`config.mk`:
```
export PLATFORM = sky130hd
export DESIGN_NAME = pc_unit
export DESIGN_NICKNAME = d
export VERILOG_FILES = /design/src/rtl/pc_unit.sv
export SDC_FILE = /design/constraint.sdc
export NUM_CORES = 1
export LEC_CHECK = 0
export ABC_AREA = 1
export CAP_MARGIN = 10
export CORE_MARGIN = 5
export CORE_UTILIZATION = 35
export CTS_CLUSTER_DIAMETER = 100
export DETAILED_ROUTE_END_ITERATION = 6
export PLACE_DENSITY = 0.53
export RECOVER_POWER = 100
export SETUP_SLACK_MARGIN = 0.4
export SYNTH_ARGS = -nofsm -noshare
export SYNTH_HDL_FRONTEND = slang
export SYNTH_SLANG_ARGS = --single-unit
```
`constraint.sdc`:
```
create_clock -name clock -period 7.3 [get_ports clock]
set_input_delay 2.19 -clock clock [delete_from_list [all_inputs] [get_ports clock]]
set_output_delay 2.19 -clock clock [all_outputs]
set_load 0.005 [all_outputs]
```
`src/rtl/pc_unit.sv`:
```
// ---------------------------------------------------------------------------
// pc_unit
//
// Program-counter unit with conditional branch, PC-relative jump/call and a
// small return-address stack (RAS).
//
// Parameters
//   WIDTH      PC / offset / stack entry width in bits
//   RAS_DEPTH  number of return-address-stack entries (>= 2)
//   INC        sequential PC increment in bytes
//   OFF_SHIFT  left shift applied to signext to form a byte offset
//
// Ports
//   clock      rising-edge clock
//   reset      synchronous, active-high reset
//   stall      freezes PC, stack, count and error flag
//   branch     conditional branch request
//   branch_ne  1 = bne, 0 = beq
//   alu_zero   ALU zero flag
//   jump       unconditional PC-relative jump
//   call       PC-relative call, pushes the return address
//   ret        return, pops the target from the stack
//   signext    sign-extended offset
//   pc         registered current PC
//   pc_next    value pc loads at the next edge (combinational)
//   ras_empty  stack holds no entries
//   ras_full   stack holds RAS_DEPTH entries
//   ras_err    sticky overflow / underflow flag, cleared only by reset
// ---------------------------------------------------------------------------
module pc_unit #(
  parameter int WIDTH     = 16,
  parameter int RAS_DEPTH = 4,
  parameter int INC       = 2,
  parameter int OFF_SHIFT = 1
) (
  input  logic             clock,
  input  logic             reset,
  input  logic             stall,
  input  logic             branch,
  input  logic             branch_ne,
  input  logic             alu_zero,
  input  logic             jump,
  input  logic             call,
  input  logic             ret,
  input  logic [WIDTH-1:0] signext,
  output logic [WIDTH-1:0] pc,
  output logic [WIDTH-1:0] pc_next,
  output logic             ras_empty,
  output logic             ras_full,
  output logic             ras_err
);

  localparam int CNT_W = $clog2(RAS_DEPTH + 1);

  logic [WIDTH-1:0] pc_q, pc_d;
  logic [CNT_W-1:0] count_q, count_d;
  logic             err_q, err_d;

  // Entry 0 is always the top of stack; pushes shift towards the bottom so
  // the oldest entry simply falls off the end when the stack is full.
  logic [WIDTH-1:0] ras_q [RAS_DEPTH];
  logic [WIDTH-1:0] ras_d [RAS_DEPTH];

  logic [WIDTH-1:0] seq;
  logic [WIDTH-1:0] tgt;
  logic             taken;
  logic             empty;
  logic             full;

  always_comb begin
    seq   = pc_q + WIDTH'(INC);
    tgt   = pc_q + (signext << OFF_SHIFT);
    taken = branch & (alu_zero ^ branch_ne);
    empty = (count_q == '0);
    full  = (count_q == CNT_W'(RAS_DEPTH));
  end

  // Next-PC selection. ret outranks call, so a simultaneous call+ret returns
  // to the old top (or falls through to seq when the stack is empty).
  always_comb begin
    pc_d = seq;
    if (reset) begin
      pc_d = '0;
    end else if (stall) begin
      pc_d = pc_q;
    end else if (ret) begin
      pc_d = empty ? seq : ras_q[0];
    end else if (call || jump || taken) begin
      pc_d = tgt;
    end
  end

  // Stack, count and sticky error update.
  always_comb begin
    ras_d   = ras_q;
    count_d = count_q;
    err_d   = err_q;
    if (!stall) begin
      unique case ({call, ret})
        2'b10: begin
          for (int i = RAS_DEPTH - 1; i > 0; i--) begin
            ras_d[i] = ras_q[i-1];
          end
          ras_d[0] = seq;
          if (full) begin
            err_d = 1'b1;
          end else begin
            count_d = count_q + CNT_W'(1);
          end
        end
        2'b01: begin
          if (empty) begin
            err_d = 1'b1;
          end else begin
            for (int i = 0; i < RAS_DEPTH - 1; i++) begin
              ras_d[i] = ras_q[i+1];
            end
            count_d = count_q - CNT_W'(1);
          end
        end
        2'b11: begin
          // Non-empty: pop and push collapse into replacing the top.
          ras_d[0] = seq;
          if (empty) begin
            count_d = CNT_W'(1);
            err_d   = 1'b1;
          end
        end
        default: begin
        end
      endcase
    end
  end

  always_ff @(posedge clock) begin
    if (reset) begin
      pc_q    <= '0;
      count_q <= '0;
      err_q   <= 1'b0;
    end else begin
      pc_q    <= pc_d;
      count_q <= count_d;
      err_q   <= err_d;
    end
  end

  // Stack contents are meaningless after reset because count is cleared.
  always_ff @(posedge clock) begin
    ras_q <= ras_d;
  end

  assign pc        = pc_q;
  assign pc_next   = pc_d;
  assign ras_empty = empty;
  assign ras_full  = full;
  assign ras_err   = err_q;

endmodule

```
==> impl_metrics.tcl <==
set metrics [dict create \
    grt_max_degree 47 \
    cp_max_fo 15 \
    synth_top_area_share 0.376 \
    power.share.switching 0.304 \
    final_nets 764 \
    detail-route-antenna-nets 0 \
    grt_pass1_wl_um 22400 \
    netlist_area_um2 5110 \
    yosysMostFrequentCell "nand2_1" \
    synth_top_area_cell "edfxtp_1" \
    period_share 0.949 \
    violations "capacitance limit, slew limit" \
    synth_commonest_cells "219 x nand2_1, 89 x inv_1, 64 x edfxtp_1, 58 x o21ai_0, 37 x a21oi_1" \
    finalWeightedCongestion 0.859 \
    min_period_ns 6.93 \
    fin_hold_ws_ns 0.463 \
    syn_inst 658 \
    antenna_found_initial 0 \
    clkPwrFrac 0.341 \
    dr.pass1.iters 5 \
    power_frac_seq 0.433 \
    n_antenna_cell 0 \
    power_switching_uw 416 \
    setup_tns_ns 0 \
    crit_required_ns 5.11 \
    outcome "finished with violations" \
    pin_count 60 \
    die_w_um 131 \
    seq_area_frac_synth 0.454 \
    fin_skew_ns 0.00878 \
    use_met2 0.278 \
    synth.area.top_cells "edfxtp_1 38%, nand2_1 16%, dfxtp_1 7.8%, inv_1 6.5%, o21ai_0 5.7%" \
    fp.dieArea_um2 17100 \
    clock_sinks 84 \
    synth_async_sr_flop_share 0 \
    rows 44 \
    drive_gt1_frac 0.0679 \
    path_clk_slew_ns 0.07 \
    die_h_um 131 \
    cts_buffer_depth 2 \
    avgSynthCellArea_um2 7.77 \
    overflow 0 \
    vias_per_cell 4.86 \
    htree_levels 3 \
    drt_iter0_drc 347 \
    p_int_uw 949 \
    relSlewSlack -0.316 \
    core_area_um2 14400 \
    rsz0062_at_grt "no" \
    cts_tree "done" \
    power.leakage_nw 2.79 \
    finalHoldViolCount 0 \
    hold_path.class "reg -> reg" \
    ir_drop_v 0.000107 \
    numPortBuffers 58 \
    gr-max-usage-layer "met2" \
    root_buffer "clkbuf_16" \
    synth_flop_cell "edfxtp_1" \
    combPwrFrac 0.226 \
    clock_latency_ns 0.34 \
    start_kind "primary input" \
    setup_viol 0 \
    gr-usage-met1 0.232 \
    multi_input_area_um2 2410 \
    synth_nets 705 \
    arrival_ns 4.74 \
    drt-total-wl_um 14000 \
    grt_usage 0.170 \
    numCtsBuffers 9 \
    worstMarginPinSlew_ns 1.97 \
    fmax_ghz 0.144 \
    power.density_nw_per_um2 218 \
    critPathCaptureType "output port" \
    initial_core_util 0.355 \
    grt_use_met3 0.0276 \
    maxSlewViolCount 64 \
    area_growth_pct 22.2 \
    holdBufCountCts 0 \
    wl_per_cell_um 15.4 \
    dp_hpwl_um 10300 \
    nFillCells 1509 \
    seqCellArea_um2 2320 \
    place_ws_ns 0.287 \
    layout_setup_ws_ns 0.370 \
    ys_warn_count 0 \
    post-route-drc-count 0 \
    yosys_register_bits 84 \
    grt_pass1_vias 4284 \
    synth-edff-count 64 \
    synth.distinct_cells 38 \
    max_cap_viol_count 2 \
    path_class "in -> out" \
    vias 4399 \
]
## worst max-delay path, cell delays in order
cell,delay [ns]
dlygate4sd3_1,0.84
clkinvlp_4,0.42
clkbuf_1,0.32
o21ai_0,0.31
a21oi_2,0.06
dlygate4sd3_1,0.59
## registers in the layout (all words and copies together) (netlist names)
| name | flops |
|---|---|
| count_q | 3 |
| ras_err | 1 |
| pc | 16 |
| ras_q | 64 |
## layer usage
| layer | vias to the layer above | share of wire |
|---|---|---|
| li1 | 2283 | - |
| met1 | 1997 | 0.48 |
| met2 | 103 | 0.47 |
| met3 | 16 | 0.032 |
| met4 | 0 | 0.014 |
| met5 | - | 0 |
## power by group through the flow
stage                     registers (mW)  clock network [mW]  logic (mW)
after floorplan                    0.590                   0       0.196
after global placement             0.600                   0       0.309
after detailed placement           0.600                   0       0.313
after CTS                          0.591               0.475       0.316
after global routing               0.596               0.493       0.352
final                              0.590               0.466       0.309
## per-stage QoR
stage / util / cells / area, µm² / power, mW
2_1_floorplan: - / 658 / 5110 / 0.786
3_3_place_gp: 0.411 / 890 / 5920 / 0.909
3_5_place_dp: 0.411 / 890 / 5920 / 0.914
4_1_cts: 0.432 / 906 / 6240 / 1.38
5_1_grt: 0.433 / 906 / 6250 / 1.44
6_report: 0.433 / 906 / 6250 / 1.36
## final timing paths
kind	start	end	slack, ns	cells past startpoint
worst max-delay path	stall	pc_next[7]	0.37	6
worst min-delay path	ras_err	ras_err	0.46	1
worst max register to register	pc[3]	pc[8]	5.30	8
worst min register to register	ras_err	ras_err	0.46	1
## layout by cell type (no fill, tap or decap), drive strengths merged, types with 4 or more instances in the layout
| master | netlist | routed |
|---|---|---|
| xor2 | 8 | 8 |
| dfxtp | 20 | 20 |
| edfxtp | 64 | 64 |
| dlygate4sd3 | 0 | 29 |
| nand3 | 29 | 29 |
| nor2 | 38 | 38 |
| nand4 | 7 | 7 |
| buf | 10 | 4 |
| o21ai | 59 | 59 |
| a21oi | 37 | 37 |
| inv | 90 | 91 |
| nor3 | 4 | 4 |
| o211ai | 6 | 6 |
| a22oi | 6 | 6 |
| clkdlybuf4s50 | 0 | 28 |
| ha | 20 | 20 |
| nand2 | 224 | 224 |
| xnor2 | 5 | 5 |
| clkbuf | 11 | 16 |
## layout make-up
cell class,count,share of cell area
repair buffers,69,0.102
inverters,91,0.0553
flip-flops and latches,84,0.372
well taps,184,0.0368
multi-input cells,462,0.386
clock inverters,7,0.0122
clock buffers,9,0.0360
## cells by family (layout without fill, tap and decap cells)
kind of cell               Yosys count  count (layout)  synth area share
AOI/OAI and AO/OA                  121             121             0.133
DFF                                 84              84             0.454
adders and majority gates           22              22            0.0568
xor gates and xnor gates            13              13            0.0223
and+or+nand+nor                    306             306             0.249
buffers and inverters              112             176            0.0851
## what timing repair did
| action | 4_1_cts | 5_1_grt |
|---|---|---|
| gates resized for setup | 5 | 11 |
| endpoints found under the setup margin | 4 | 11 |
| buffers inserted | 0 | 0 |
| pin swaps | 1 | 0 |
Power figures use the tool's default switching activity.
